==> src/rtl/sobel_core.sv <==
// rtl/sobel_core.sv - three-stage Sobel |Gx|+|Gy| magnitude with edge threshold
// and output row/column tracking for the frame controller.
module sobel_core #(
  parameter int MAX_ROW   = 540,
  parameter int MAX_COL   = 540,
  parameter int THRESHOLD = 128
) (
  input  logic       clk,
  input  logic       rst,
  input  logic       core_en_i,
  input  logic       clear_i,
  input  logic [7:0] data_0_0_i,
  input  logic [7:0] data_0_1_i,
  input  logic [7:0] data_0_2_i,
  input  logic [7:0] data_1_0_i,
  input  logic [7:0] data_1_1_i,
  input  logic [7:0] data_1_2_i,
  input  logic [7:0] data_2_0_i,
  input  logic [7:0] data_2_1_i,
  input  logic [7:0] data_2_2_i,
  output logic [7:0] pix_o,
  output logic       edge_o,
  output logic       data_valid_o,
  output logic [9:0] out_col_o,
  output logic [9:0] out_row_o,
  output logic       row_done_o,
  output logic       frame_done_o
);

  localparam logic [9:0] LAST_COL = 10'(MAX_COL - 3);
  localparam logic [9:0] LAST_ROW = 10'(MAX_ROW - 3);
  localparam logic [8:0] THR      = 9'(THRESHOLD);

  function automatic logic [9:0] tap3(input logic [7:0] a, input logic [7:0] b,
                                      input logic [7:0] c);
    return {2'b00, a} + {1'b0, b, 1'b0} + {2'b00, c};
  endfunction

  // Signed 11-bit difference keeps the full -1020..1020 range before the abs.
  function automatic logic [9:0] absdiff(input logic [9:0] p, input logic [9:0] n);
    logic signed [10:0] d;
    logic signed [10:0] neg;
    d   = $signed({1'b0, p}) - $signed({1'b0, n});
    neg = -d;
    return d[10] ? neg[9:0] : d[9:0];
  endfunction

  logic [9:0]  gx_p_q, gx_n_q, gy_p_q, gy_n_q;
  logic [9:0]  gx_p_d, gx_n_d, gy_p_d, gy_n_d;
  logic [9:0]  ax_q, ay_q, ax_d, ay_d;
  logic [10:0] sum_d;
  logic [7:0]  pix_d;
  logic        v1_q, v2_q, valid_q, edge_q;
  logic [7:0]  pix_q;
  logic [9:0]  col_q, row_q, col_d, row_d;

  always_comb begin
    gx_p_d = tap3(data_0_2_i, data_1_2_i, data_2_2_i);
    gx_n_d = tap3(data_0_0_i, data_1_0_i, data_2_0_i);
    gy_p_d = tap3(data_2_0_i, data_2_1_i, data_2_2_i);
    gy_n_d = tap3(data_0_0_i, data_0_1_i, data_0_2_i);
    ax_d   = absdiff(gx_p_q, gx_n_q);
    ay_d   = absdiff(gy_p_q, gy_n_q);
    sum_d  = {1'b0, ax_q} + {1'b0, ay_q};
    pix_d  = (sum_d > 11'd255) ? 8'hFF : sum_d[7:0];
  end

  // Position of the next result, advanced only past a valid output.
  always_comb begin
    col_d = col_q;
    row_d = row_q;
    if (valid_q) begin
      if (col_q == LAST_COL) begin
        col_d = '0;
        row_d = (row_q == LAST_ROW) ? '0 : row_q + 10'd1;
      end else begin
        col_d = col_q + 10'd1;
      end
    end
  end

  always_ff @(posedge clk or posedge rst) begin
    if (rst) begin
      gx_p_q  <= '0;
      gx_n_q  <= '0;
      gy_p_q  <= '0;
      gy_n_q  <= '0;
      ax_q    <= '0;
      ay_q    <= '0;
      v1_q    <= 1'b0;
      v2_q    <= 1'b0;
      valid_q <= 1'b0;
      pix_q   <= '0;
      edge_q  <= 1'b0;
      col_q   <= '0;
      row_q   <= '0;
    end else if (clear_i) begin
      v1_q    <= 1'b0;
      v2_q    <= 1'b0;
      valid_q <= 1'b0;
      pix_q   <= '0;
      edge_q  <= 1'b0;
      col_q   <= '0;
      row_q   <= '0;
    end else begin
      v1_q <= core_en_i;
      if (core_en_i) begin
        gx_p_q <= gx_p_d;
        gx_n_q <= gx_n_d;
        gy_p_q <= gy_p_d;
        gy_n_q <= gy_n_d;
      end
      v2_q <= v1_q;
      if (v1_q) begin
        ax_q <= ax_d;
        ay_q <= ay_d;
      end
      valid_q <= v2_q;
      if (v2_q) begin
        pix_q  <= pix_d;
        edge_q <= ({1'b0, pix_d} >= THR);
      end
      col_q <= col_d;
      row_q <= row_d;
    end
  end

  assign pix_o        = pix_q;
  assign edge_o       = edge_q;
  assign data_valid_o = valid_q;
  assign out_col_o    = col_q;
  assign out_row_o    = row_q;
  assign row_done_o   = valid_q && (col_q == LAST_COL);
  assign frame_done_o = row_done_o && (row_q == LAST_ROW);

endmodule

==> config.mk <==
export PLATFORM = sky130hd
export DESIGN_NAME = sobel_core
export DESIGN_NICKNAME = d
export VERILOG_FILES = /design/src/rtl/sobel_core.sv
export SDC_FILE = /design/constraint.sdc
export NUM_CORES = 1
export LEC_CHECK = 0
export ABC_AREA = 1
export CAP_MARGIN = 20
export CORE_MARGIN = 4
export CORE_UTILIZATION = 40
export DETAILED_ROUTE_END_ITERATION = 10
export PLACE_DENSITY = 0.65
export SKIP_CTS_REPAIR_TIMING = 1
export SLEW_MARGIN = 15
export SYNTH_ARGS = -nofsm -noshare
export SYNTH_HDL_FRONTEND = slang
export SYNTH_SLANG_ARGS = --single-unit
export TNS_END_PERCENT = 1
==> constraint.sdc <==
create_clock -name clk -period 5.14 [get_ports clk]
set_clock_uncertainty 0.05 [all_clocks]
set_input_delay 1.542 -clock clk [delete_from_list [all_inputs] [get_ports clk]]
set_output_delay 1.542 -clock clk [all_outputs]
set_load 0.01 [all_outputs]
==> results of run 1 <==
## sequential cells by signal, indices dropped and copies added, names as in the netlist
register,cells
out_col_o,10
ay_q,10
gx_n_q,10
out_row_o,10
ax_q,10
data_valid_o,1
gx_p_q,10
v2_q,1
pix_o,7
edge_o,1
gy_n_q,10
gy_p_q,10
v1_q,1
## worst paths after layout
| check | slack (ps) | start | end | depth (start not counted) |
|---|---|---|---|---|
| worst max-delay path | 1200 | data_0_0_i[1] | gx_n_q[7]$_DFFE_PP0P_ | 16 |
| worst min-delay path | 430 | pix_o[6]$_DFFE_PP0P_ | pix_o[6]$_DFFE_PP0P_ | 2 |
| worst max register to register | 2540 | gx_p_q[0]$_DFFE_PP0P_ | ax_q[6]$_DFFE_PP0P_ | 15 |
| worst min register to register | 430 | pix_o[6]$_DFFE_PP0P_ | pix_o[6]$_DFFE_PP0P_ | 2 |
| max in group asynchronous | 2620 | rst | ax_q[0]$_DFFE_PP0P_ | 3 |
| min in group asynchronous | 1630 | rst | out_col_o[0]$_DFFE_PP0P_ | 2 |
## final cells by class
type / instances / area [um2] / share of cell area [%]
Clock buffer: 11 / 243 / 2.68
Clock inverter: 5 / 37.5 / 0.414
Inverter: 148 / 557 / 6.14
Multi-Input combinational cell: 728 / 4640 / 51.2
Sequential cell: 91 / 2280 / 25.1
Tap cell: 234 / 293 / 3.23
Timing Repair Buffer: 103 / 1020 / 11.3
## cells by family after synthesis
| family | after synthesis |
|---|---|
| simple gates | 474 |
| compound gates | 130 |
| fa+ha+maj | 107 |
| buf+inv | 166 |
| xor+xnor | 17 |
| flops | 91 |
## cell usage in the layout, fill, tap and decap left out, types with 3 or more instances in the layout
cell type        netlist  layout
nand2_2                6       6
o22ai_1                8       8
fa_1                  35      35
o21ai_2                3       3
nor3_1                 9       9
xnor2_1                7       7
clkbuf_16              0       9
o21a_1                 4       4
a21o_1                 3       3
dfrtp_1               91      91
a21oi_2                4       4
a31oi_1               12      12
nand4_1               19      19
ha_1                  72      72
inv_2                  5       5
inv_1                142     141
nand3_1               63      63
nand3_2                3       3
nand3b_1              10      10
nand2_1              283     283
a21oi_1               35      35
buf_4                  2       4
o21ai_0               44      44
xor2_1                 9       9
clkdlybuf4s50_1        0      99
nor2_2                 7       7
nor2_1                60      60
## stage by stage
stage          instances  hold slack (ps)  setup slack, ps  area [um2]
2_1_floorplan        985              403             1180        7580
3_3_place_gp        1304              415              844        8790
3_5_place_dp        1304              418              797        8790
4_1_cts             1320              435             1160        9070
5_1_grt             1320              457              996        9070
6_report            1320              429             1200        9070
## report_power, final
group          internal (mW)  switching [mW]  leakage, nW
combinational          0.845            1.29         3.22
sequential             0.881           0.102         1.16
clock                  0.343           0.290        0.132
total                   2.07            1.68         4.51
## worst max-delay path, stage by stage
cell	delay, ps
clkdlybuf4s50_1	540
fa_1	610
ha_1	190
inv_1	60
fa_1	350
inv_1	70
nand2_1	60
nand2_1	60
nand2_1	50
nand2_1	70
nand2_1	60
nand2_1	60
a21oi_1	80
nor2_1	110
nand3b_1	110
o21ai_0	90
## routing by layer
layer	vias up	global-route usage [%]
met3	23	2.90
met1	2873	22.1
li1	3390	-
met4	0	5.37
met2	139	26.9
met5	-	0
==> out/results.ini, run 1 <==
[yosys]
synth-simple-area-share_pct = 27.7
synth_flop_cell = dfrtp_1
synth_edf_count = 0
synth_common_cells = 283 x nand2_1, 142 x inv_1, 91 x dfrtp_1, 72 x ha_1, 63 x nand3_1
synth-seq-cells = 91
syn_area_mm2 = 0.00758
ys_top_cells_by_area = dfrtp_1 30%, nand2_1 14%, ha_1 12%, fa_1 9.2%, inv_1 7.0%
synth_nets = 1168
synth_xor_area_share_pct = 2.06
yosysSeqAreaShare_pct = 30.0
synthAdderAreaFrac_pct = 21.1
yosysTopAreaCellShare_pct = 30.0
yosysMostFrequentCell = nand2_1
ys_warn_count = 0
synth_compound_area_share_pct = 10.4
synth_top_family_by_area = simple AND/OR/NAND/NOR gates
syn_inst = 985
yosys.cell_types.count = 54
syn_avg_cell_area_um2 = 7.69
synthArstFlopShare_pct = 100
synth_top_area_cell = dfrtp_1
yosys-mux-area-fraction_pct = 0

[timing]
finalHoldViolations = 0
tightest_slew_ps = 894
setup_tns_ps = 0
rsz0062_at_grt = no
maxSlewHeadroom_pct = 40.3
setup_violations = 0
period_needed_ps = 3940
final-max-slew-violation-count = 0
min_period_over_period_pct = 76.7
max_freq_mhz = 254

[worst_setup_path]
setup.worst_path.class = in2reg
critPathMaxFanout = 2
crit_path_end_kind = flip-flop
startpoint_type = input port
worstPathArrival_ps = 4120
cp.required_ps = 5320

[power_and_ir_drop]
power_density_mw_per_mm2 = 413
finalPower_mw = 3.75
max-vdd-ir-drop_mv = 0.197
leakagePower_nw = 4.51

[finish]
fillers = 1872
drive_gt1_share_pct = 5.62
antennaDiodeCount = 0
area_growth_pct = 19.7
nNetsFinal = 1264
postLayoutCoreUtil_pct = 48.7

[grt]
grt.overflow.total = 0
grt_pass1_vias = 6061
grt_usage_pct = 16.4
grt_pass1_wl_um = 28700
grt_start_max_net_pins = 53
antenna_found_initial = 0

[drt]
routedWlPerCell_um = 13.1
drc = 0
m1WireLength_um = 8300
routed_wl_um = 17300
vias_per_cell = 4.87
ant_nets = 0
initialDrtViolationCount = 280
met3_length_um = 766
highest_layer = met4
via_count = 6425
wl_met2_um = 7860
dr.pass1.iters = 4

[place]
port_buffers = 99
gp_congestion = 0.853
dp_hpwl_um = 14300

[flow_run]
max_cap_violations = 0

[die]
fp.dieW_um = 146
chipHeight_um = 146
initial_core_util_pct = 40.7
core_mm2 = 0.0186
die_area_mm2 = 0.0212
rows = 50
ioPinCount = 108

[cts]
cts_root_buf = clkbuf_16
cts_buffers = 9
cts.path.max_buffers = 2
tritoncts = built
insertion_delay_ps = 350
clkTransAtPathRegs_ps = 70
htreeDepth = 3
cts_num_sinks = 91

[run_status]
status = finished, final reports clean

[worst_hold_path]
hp-class = reg2reg

(Power assumes the default switching activity.)
==> inputs of run 2 (changes only) <==
--- a/config.mk
+++ b/config.mk
@@ -10,7 +10,7 @@
 export CORE_MARGIN = 4
 export CORE_UTILIZATION = 40
 export DETAILED_ROUTE_END_ITERATION = 10
-export PLACE_DENSITY = 0.65
+export PLACE_DENSITY = 0.67
 export SKIP_CTS_REPAIR_TIMING = 1
 export SLEW_MARGIN = 15
 export SYNTH_ARGS = -nofsm -noshare
==> constraint.sdc (replaced) <==
create_clock -name clk -period 3.3 [get_ports clk]
set_clock_uncertainty 0.05 [all_clocks]
set_input_delay 0.99 -clock clk [delete_from_list [all_inputs] [get_ports clk]]
set_output_delay 0.99 -clock clk [all_outputs]
set_load 0.01 [all_outputs]
==> out/results.ini, run 2 (same netlist as run 1, synthesis figures left out) <==
[run_status]
status = finished, final reports clean

[finish]
area_growth_pct = 24.1
final_common_cell = nand2_1
antennaDiodeCount = 0
layout.cells.non_filler = 1354
final_area_mm2 = 0.00940
postLayoutCoreUtil_pct = 50.4
nNetsFinal = 1300
fillers = 1806
mostFrequentLayoutCells = 281 x nand2_1, 141 x inv_1, 91 x dfrtp_1
drive_gt1_share_pct = 9.20

[die]
core_mm2 = 0.0186
ioPinCount = 108
die_area_mm2 = 0.0212
fp.dieW_um = 146
initial_core_util_pct = 40.7
chipHeight_um = 146
rows = 50

[grt]
grt_pass1_vias = 6395
grt_pass1_wl_um = 30400
antenna_found_initial = 0
grt_start_max_net_pins = 92
grt_usage_pct = 17.2
grt.overflow.total = 0

[cts]
clkTransAtPathRegs_ps = 70
insertion_delay_ps = 350
cts_num_sinks = 91
htreeDepth = 3
tritoncts = built
cts_buffers = 9
cts_root_buf = clkbuf_16
cts.path.max_buffers = 2

[timing]
final-max-slew-violation-count = 0
period_needed_ps = 3150
max_freq_mhz = 317
finalHoldViolations = 0
min_period_over_period_pct = 95.5
rsz0062_at_grt = yes
setup_violations = 0
tightest_slew_ps = 635
maxSlewHeadroom_pct = 57.6

[worst_setup_path]
critPathMaxFanout = 2
worstPathArrival_ps = 3370
crit_path_end_kind = flip-flop
worstRegToRegCells = 15
reg2reg_to = ay_q[6]$_DFFE_PP0P_
setup.worst_path.class = in2reg
timing.rr.start = gy_p_q[0]$_DFFE_PP0P_
ff2ff_setup_slack_ps = 780
startpoint_type = input port
cp.required_ps = 3510

[place]
gp_congestion = 0.903
dp_cells = 1340
port_buffers = 99
dpl_cell_area_mm2 = 0.00908
dp_hpwl_um = 14500

[worst_hold_path]
hp-class = reg2reg
worstHoldPathCells = 2
hold_start = pix_o[4]$_DFFE_PP0P_
min_to = pix_o[4]$_DFFE_PP0P_

[power_and_ir_drop]
max-vdd-ir-drop_mv = 0.268
finalPower_mw = 5.99
power_density_mw_per_mm2 = 637
leakagePower_nw = 4.77

[drt]
routed_wl_um = 17800
dr.pass1.iters = 4
initialDrtViolationCount = 253
routedWlPerCell_um = 13.1
drc = 0
ant_nets = 0
via_count = 6611
vias_per_cell = 4.88

[flow_run]
max_cap_violations = 0

==> run 2: worst max-delay path, cell delays in order <==
cell and delay [ps]:
clkdlybuf4s50_1 470, fa_1 530, ha_1 160, inv_1 50, fa_1 360, inv_1 80
nand3_1 60, nand2_1 90, nand2_1 70, nand2_1 60, a21oi_1 70, nor2_1 110
o21ai_0 90, a22oi_1 180
==> run 2: cell type report <==
class / instances / area (um2) / area share (%)
Clock buffer: 9 / 225 / 2.40
Tap cell: 234 / 293 / 3.11
Clock inverter: 5 / 56.3 / 0.599
Timing Repair Buffer: 139 / 1330 / 14.1
Inverter: 148 / 559 / 5.95
Multi-Input combinational cell: 728 / 4660 / 49.6
Sequential cell: 91 / 2280 / 24.2
==> run 2: metal layers <==
layer | routed length (um) | GRT usage (%) | vias up | part of all wire (%)
met2 | 7970 | 27.8 | 132 | 45
li1 | - | - | 3453 | -
met4 | 412 | 6.03 | 0 | 2.3
met3 | 729 | 2.96 | 26 | 4.1
met1 | 8640 | 23.4 | 3000 | 49
met5 | 0 | 0 | - | 0
==> run 2: per-stage QoR <==
stage | TNS [ps] | hold slack, ps | setup slack, ps
2_1_floorplan | 0 | 403 | 358
3_3_place_gp | -3390 | 413 | -334
3_5_place_dp | -3940 | 414 | -385
4_1_cts | -17.1 | 431 | -17.1
5_1_grt | -46.2 | 453 | -25.7
6_report | 0 | 427 | 149
==> run 2: worst max path at each step <==
stage,startpoint,endpoint,slack [ps],cells past startpoint
after floorplan,data_0_0_i[1],gx_n_q[7]$_DFFE_PP0P_,360,15
after global placement,data_0_0_i[1],gx_n_q[7]$_DFFE_PP0P_,-330,16
after detailed placement,data_0_0_i[1],gy_n_q[9]$_DFFE_PP0P_,-380,15
after CTS,data_0_0_i[1],gy_n_q[9]$_DFFE_PP0P_,-20,15
after global routing,data_2_2_i[2],gx_p_q[9]$_DFFE_PP0P_,-30,13
final,data_0_1_i[0],gy_n_q[9]$_DFFE_PP0P_,150,14
==> run 2: power breakdown <==
group          internal [mW]  switching, mW
logic                   1.40           2.03
registers               1.37          0.170
clock network          0.577          0.438
total                   3.35           2.64
==> inputs of run 3 (changes only) <==
--- a/config.mk
+++ b/config.mk
@@ -9,8 +9,9 @@
 export CAP_MARGIN = 20
 export CORE_MARGIN = 4
 export CORE_UTILIZATION = 40
+export CTS_CLUSTER_SIZE = 25
 export DETAILED_ROUTE_END_ITERATION = 10
-export PLACE_DENSITY = 0.67
+export PLACE_DENSITY = 0.69
 export SKIP_CTS_REPAIR_TIMING = 1
 export SLEW_MARGIN = 15
 export SYNTH_ARGS = -nofsm -noshare
==> out/results.ini, run 3 (same netlist as run 1, synthesis figures left out) <==
[power_and_ir_drop]
power_density_mw_per_mm2 = 645
p_int_mw = 3.45
power_frac_comb_pct = 56.4
p_sw_share_pct = 43.3
pwr-share-clk_pct = 18.3
max-vdd-ir-drop_mv = 0.263
p_sw_mw = 2.64
leakagePower_nw = 4.78
seqPwrFrac_pct = 25.3

[finish]
nNetsFinal = 1300
fillers = 1818
drive_gt1_share_pct = 9.11
antennaDiodeCount = 0
mostFrequentLayoutCells = 282 x nand2_1, 141 x inv_1, 91 x dfrtp_1
final_common_cell = nand2_1
area_growth_pct = 24.5
postLayoutCoreUtil_pct = 50.6

[grt]
grt_pass1_vias = 6152
grt_start_max_net_pins = 92
grt_pass1_wl_um = 29400
grt_usage_pct = 16.7
antenna_found_initial = 0
grt.overflow.total = 0

[timing]
maxSlewHeadroom_pct = 57.1
setup_tns_ps = 0
tightest_slew_ps = 643
max_freq_mhz = 314
min_period_over_period_pct = 96.4
setup_slack_ps = 117
final-max-slew-violation-count = 0
setup_violations = 0
period_needed_ps = 3180
finalHoldViolations = 0

[drt]
via_count = 6547
routedWlPerCell_um = 13.1
dr.pass1.iters = 4
ant_nets = 0
routed_wl_um = 17700
initialDrtViolationCount = 287
drc = 0
vias_per_cell = 4.84

[worst_setup_path]
critPathMaxFanout = 5
crit_path_end_kind = output port
timing.rr.start = gx_p_q[0]$_DFFE_PP0P_
startpoint_type = flip-flop
cp.required_ps = 2260
worstPathArrival_ps = 2140
setup.worst_path.class = reg2out
cpPeakStageDelay_ps = 570
reg2reg_to = ax_q[6]$_DFFE_PP0P_
worstRegToRegCells = 15
slowest_stage = clkdlybuf4s50_1
ff2ff_setup_slack_ps = 770
path_cells = inv_1 -> ha_1 -> nand2_1 -> nor2_2 -> nand4_4 -> nor3_1 -> clkdlybuf4s50_1

[cts]
cts.path.max_buffers = 2
cts_buffers = 9
htreeDepth = 3
tritoncts = built
cts_root_buf = clkbuf_16
cts_num_sinks = 91
insertion_delay_ps = 350
clkTransAtPathRegs_ps = 60

[place]
port_buffers = 99
place_ws_ps = -397
dp_hpwl_um = 14500
gp_congestion = 0.860

[worst_hold_path]
min_to = pix_o[5]$_DFFE_PP0P_
hold_start = pix_o[5]$_DFFE_PP0P_
worstHoldPathCells = 2
hp-class = reg2reg

[die]
initial_core_util_pct = 40.7
core_mm2 = 0.0186
die_area_mm2 = 0.0212
chipHeight_um = 146
ioPinCount = 108
fp.dieW_um = 146
rows = 50

[flow_run]
max_cap_violations = 0

[run_status]
status = finished, final reports clean

## run 3: metrics by stage
step	std cells	power, mW	hold slack (ps)	instance area (um2)
floorplan	985	4.14	403	7580
global placement	1339	4.89	413	9070
detailed placement	1339	4.97	415	9070
CTS	1353	6.12	432	9390
global route	1354	6.69	449	9430
finish	1354	6.09	424	9430
## run 3: worst max-delay path, delay by kind of cell, from the launching register on
family / cells / cell delay (ps)
fa+ha+maj: 1 / 140
buf+inv: 2 / 660
flops: 1 / 420
simple gates: 4 / 590
## run 3: how the worst max path moves through the flow
stage / startpoint / endpoint / slack, ps / cells past startpoint
floorplan: data_0_0_i[1] / gx_n_q[7]$_DFFE_PP0P_ / 360 / 15
finish: out_col_o[1]$_DFFE_PP0P_ / frame_done_o / 120 / 7
CTS: data_0_0_i[1] / gx_n_q[7]$_DFFE_PP0P_ / -30 / 16
global placement: data_0_0_i[1] / gy_n_q[7]$_DFFE_PP0P_ / -340 / 15
detailed placement: data_0_0_i[1] / gx_n_q[7]$_DFFE_PP0P_ / -400 / 16
global route: data_2_1_i[1] / gy_p_q[9]$_DFFE_PP0P_ / -20 / 15
## run 3: layout make-up
type / count / area [um2] / share of cell area, %
multi-input combinational: 728 / 4660 / 49.4
tap: 234 / 293 / 3.10
timing repair buffer: 139 / 1330 / 14.1
inverter: 148 / 559 / 5.93
sequential: 91 / 2280 / 24.1
clock buffer: 10 / 239 / 2.53
clock inverter: 4 / 76.3 / 0.809
## run 3: power by group through the flow
stage               sequential (mW)  combinational (mW)  clock, mW
floorplan                      1.51                2.64          0
global placement               1.55                3.33          0
detailed placement             1.56                3.41          0
CTS                            1.54                3.43       1.14
global route                   1.57                3.94       1.19
finish                         1.54                3.43       1.11
## run 3: routing by layer
metal / vias up / routed length [um] / track usage, %
li1: 3456 / - / -
met1: 2932 / 8580 / 22.2
met2: 139 / 8030 / 27.5
met3: 20 / 808 / 3.80
met4: 0 / 314 / 4.80
met5: - / 0 / 0
==> RTL change 1, RTL diff (flow settings as in run 2) <==
Add an input register stage for `data_2_2_i`; this delays it by one clock. The other inputs are not delayed to match.
--- a/src/rtl/sobel_core.sv
+++ b/src/rtl/sobel_core.sv
@@ -31,6 +31,12 @@
   localparam logic [9:0] LAST_ROW = 10'(MAX_ROW - 3);
   localparam logic [8:0] THR      = 9'(THRESHOLD);
 
+  logic [7:0] data_2_2_q;
+
+  always_ff @(posedge clk) begin
+    data_2_2_q <= data_2_2_i;
+  end
+
   function automatic logic [9:0] tap3(input logic [7:0] a, input logic [7:0] b,
                                       input logic [7:0] c);
     return {2'b00, a} + {1'b0, b, 1'b0} + {2'b00, c};
@@ -55,9 +61,9 @@
   logic [9:0]  col_q, row_q, col_d, row_d;
 
   always_comb begin
-    gx_p_d = tap3(data_0_2_i, data_1_2_i, data_2_2_i);
+    gx_p_d = tap3(data_0_2_i, data_1_2_i, data_2_2_q);
     gx_n_d = tap3(data_0_0_i, data_1_0_i, data_2_0_i);
-    gy_p_d = tap3(data_2_0_i, data_2_1_i, data_2_2_i);
+    gy_p_d = tap3(data_2_0_i, data_2_1_i, data_2_2_q);
     gy_n_d = tap3(data_0_0_i, data_0_1_i, data_0_2_i);
     ax_d   = absdiff(gx_p_q, gx_n_q);
     ay_d   = absdiff(gy_p_q, gy_n_q);
Function: changed (Yosys sat finds a counterexample within 4 cycles, from zero or initial values and one cycle with rst high).
==> RTL change 1 against run 2 <==
Count of clock-buffer cells in the layout unchanged. Synthesized area up 1.2%. Design area up 1.2%. Largest power group unchanged. Sequential share of layout area up 1.4 points. Worst setup slack better by 25 ps. Critical path depth down 7. Sequential cell count up 8. Final cell count up 0.44%. Register-to-register slack better by 20 ps. Power up 1.4%. Wire length up 0.32%. Critical endpoint is now frame_done_o.
==> RTL change 1: results (changes against run 2) <==
Seq power = 0.00164 W (+6%)
Post-Syn Nets = 1172 (+0.34%)
share of layout cells above drive strength 1 = 9.147% (-0.049 points)
status = completed
Comb group = 0.00335 W (-2%)
vias in the first global route = 6385 (-0.16%)
final worst slack = 173.9 ps (+25.02 ps)
CP max-delay cell = clkdlybuf4s50_1
DP HPWL = 14.76 mm (+1.8%)
pre-CTS setup slack = -349.1 ps (+35.46 ps)
r2r setup slk = 800 ps (+20 ps)
top area cells in the synthesized netlist = dfrtp_1 (30%), nand2_1 (14%), ha_1 (12%)
switching power = 0.002692 W (+2.2%)
crit-path max FO = 4 (+2)
Fin Hold WS = 429.4 ps (+2.637 ps)
average wire per standard cell = 13.10 µm (-0.12%)
Routed WL = 17.81 mm (+0.32%)
max_cap viols = 0 (unchanged)
initial antenna violation count = 2 (+2)
most common library cells after synthesis = nand2_1 (279), inv_1 (142), dfrtp_1 (91)
Placed Area = 9166 µm² (+0.98%)
sequential fraction of the synthesis area = 31.77% (+1.7 points)
placed cell count = 1343 (+0.22%)
Placer Congestion = 0.8884 (-1.6%)
Arr. time, crit path = 2090 ps (-1280 ps)
synthesized area per cell = 7.758 µm² (+0.83%)
peak supply drop = 320.6 µV (+20%)
via/cell ratio = 4.853 (-0.61%)
CP peak stage delay = 550 ps (+20 ps)
Lkg Pwr = 4.787 nW (+0.41%)
Internal Power = 0.003376 W (+0.79%)
Slew Limit Headroom = 58.38% (+0.74 points)
Iter 0 DRT Violations = 339 (+34%)
fill cell count = 1823 (+0.94%)
Post-synth ARST share = 91.92% (-8.1 points)
-- RTL change 1: cell count changes after synthesis, moves of 5 or more --
cell,delta
o21ai_0,+6
dfxtp_1,+8
nor2_1,-5
nand3_1,-8
a21oi_1,+6
nand2_2,+8
-- RTL change 1: kinds of logic after synthesis --
logic type / count (synthesis) / synth area share (%)
and+or+nand+nor: 465 / 26.60
buffers and inverters: 164 / 8.382
AOI/OAI and AO/OA: 137 / 10.44
adders and majority gates: 107 / 20.87
DFF: 99 / 31.77
xor gates and xnor gates: 17 / 1.941
-- RTL change 1: layout make-up --
cell class | count | area (µm²) | share of cell area, %
multi-input combinational | 726 | 4606 | 48.40
sequential | 99 | 2437 | 25.61
timing repair buffer | 138 | 1314 | 13.80
inverter | 147 | 555.5 | 5.837
tap | 234 | 292.8 | 3.077
clock buffer | 9 | 225.2 | 2.367
clock inverter | 7 | 86.33 | 0.9072
-- RTL change 1: tightest hold or removal path: stages (launching register included) --
cell and delay (ps):
dfrtp_1 350, nand2_1 50, nand2_1 50
-- RTL change 1: final timing paths --
check,startpoint,to,cells after the start
worst min register to register,pix_o[5],pix_o[5],2
worst max-delay path,out_row_o[1],frame_done_o,7
worst min-delay path,pix_o[5],pix_o[5],2
min in group asynchronous,rst,out_row_o[4],3
max in group asynchronous,rst,gy_p_q[5],3
worst max register to register,gx_p_q[0],ax_q[6],15
-- RTL change 1: per-layer routing --
metal  vias to the layer above  GRT usage [%]  wire [µm]
li1                       3482              -          -
met1                      2959          22.42       8278
met2                       139          28.97       8404
met3                        16          4.407        948
met4                         4          3.010        157
met5                         -              0         21
==> RTL change 2, RTL diff (settings of run 2) <==
Made on the original files. Set the parameter `MAX_COL` to 405 (it was 540).
--- a/src/rtl/sobel_core.sv
+++ b/src/rtl/sobel_core.sv
@@ -2,7 +2,7 @@
 // and output row/column tracking for the frame controller.
 module sobel_core #(
   parameter int MAX_ROW   = 540,
-  parameter int MAX_COL   = 540,
+  parameter int MAX_COL   = 405,
   parameter int THRESHOLD = 128
 ) (
   input  logic       clk,
Function: same outputs for any inputs over 4 cycles, from zero or initial values and one cycle with rst high; that may be too few to reach the edited logic, so the function may still have changed.
==> RTL change 2 against run 2 <==
Synthesized area fell by 1.4%. Final cell count decreased by 0.74%. Power fell by 2.3%. Wire length shrank 1.7%. Design area is 1.7% lower. Worst setup slack got worse by 88 ps. Sequential cell count unchanged. Critical path type unchanged.
==> RTL change 2: results (changes against run 2) <==
Crit path max-delay family = adder cells
hold path cells = 2 (unchanged)
DP HPWL = 14.25 mm (-1.7%)
crit path to = gx_n_q[9]
max-slew violations = 0 (unchanged)
pre-CTS setup slack = -413.5 ps (-28.87 ps)
Placed Area = 8922 µm² (-1.7%)
Fin Hold WS = 435.5 ps (+8.772 ps)
r2r setup slk = 710 ps (-70 ps)
Critical path origin = data_1_0_i[0]
Pre-Repair DR Iteration Count = 4 (unchanged)
vias in the first global route = 6133 (-4.1%)
Worst Hold Class = flip-flop to flip-flop
first-pass GRT wire length = 29.38 mm (-3.4%)
final worst slack = 61.26 ps (-87.59 ps)
Placer Congestion = 0.8426 (-6.7%)
Internal Power = 0.003256 W (-2.8%)
sequential fraction of the synthesis area = 30.47% (+0.42 points)
fill cell count = 1781 (-1.4%)
GRT Total Usage = 17.49% (+0.29 points)
Netlist cell types = 43 (-20%)
Slew Limit Headroom = 60.85% (+3.2 points)
DR vias = 6519 (-1.4%)
Seq power = 0.00152 W
share of layout cells above drive strength 1 = 6.099% (-3.1 points)
synthesized area per cell = 7.580 µm² (-1.5%)
most common library cells after synthesis = nand2_1 (292), inv_1 (143), dfrtp_1 (91)
peak supply drop = 307.2 µV (+15%)
Iter 0 DRT Violations = 326 (+29%)
worst reg2reg endpoint = ax_q[6]
hold path endpoint = pix_o[4]
average wire per standard cell = 12.99 µm (-0.95%)
Lkg Pwr = 4.696 nW (-1.5%)
non-filler instance count after layout = 1344 (-0.74%)
top area cells in the synthesized netlist = dfrtp_1 (30%), nand2_1 (15%), ha_1 (12%)
initial antenna violation count = 0 (unchanged)
Arr. time, crit path = 3460 ps (+90 ps)
worst reg2reg path startpoint = gx_p_q[0]
Comb group = 0.00331 W (-3%)
switch share = 44.32% (+0.28 points)
Post-Syn Nets = 1169 (+0.086%)
status = completed
[RTL change 2: cell types whose count changed after synthesis, sizes merged, moves of 3 or more]
cell / before / now
nand4: 20 / 23
a21oi: 41 / 35
nand2: 290 / 293
o21ai: 49 / 55
[RTL change 2: area by class of cell]
type	count	area, µm²	share of cell area [%]
multi-input cells	732	4568	49.40
clock buffers	11	242.7	2.625
repair buffers	131	1276	13.80
flip-flops and latches	91	2277	24.63
clock inverters	5	47.55	0.5142
inverters	145	548.0	5.927
well taps	229	286.5	3.099
[RTL change 2: kinds of logic after synthesis]
logic type | count (synthesis) | synth area share, %
compound gates | 127 | 9.945
xor+xnor | 16 | 1.976
fa+ha+maj | 107 | 21.43
buf+inv | 163 | 8.589
flops | 91 | 30.47
simple gates | 482 | 27.59
[RTL change 2: routing by layer]
metal / global-route usage, % / vias up / wire, µm
met4: 4.566 / 0 / 298
met5: 0 / - / 0
met2: 28.48 / 130 / 8110
li1: - / 3454 / -
met1: 23.92 / 2919 / 8363
met3: 3.582 / 16 / 682
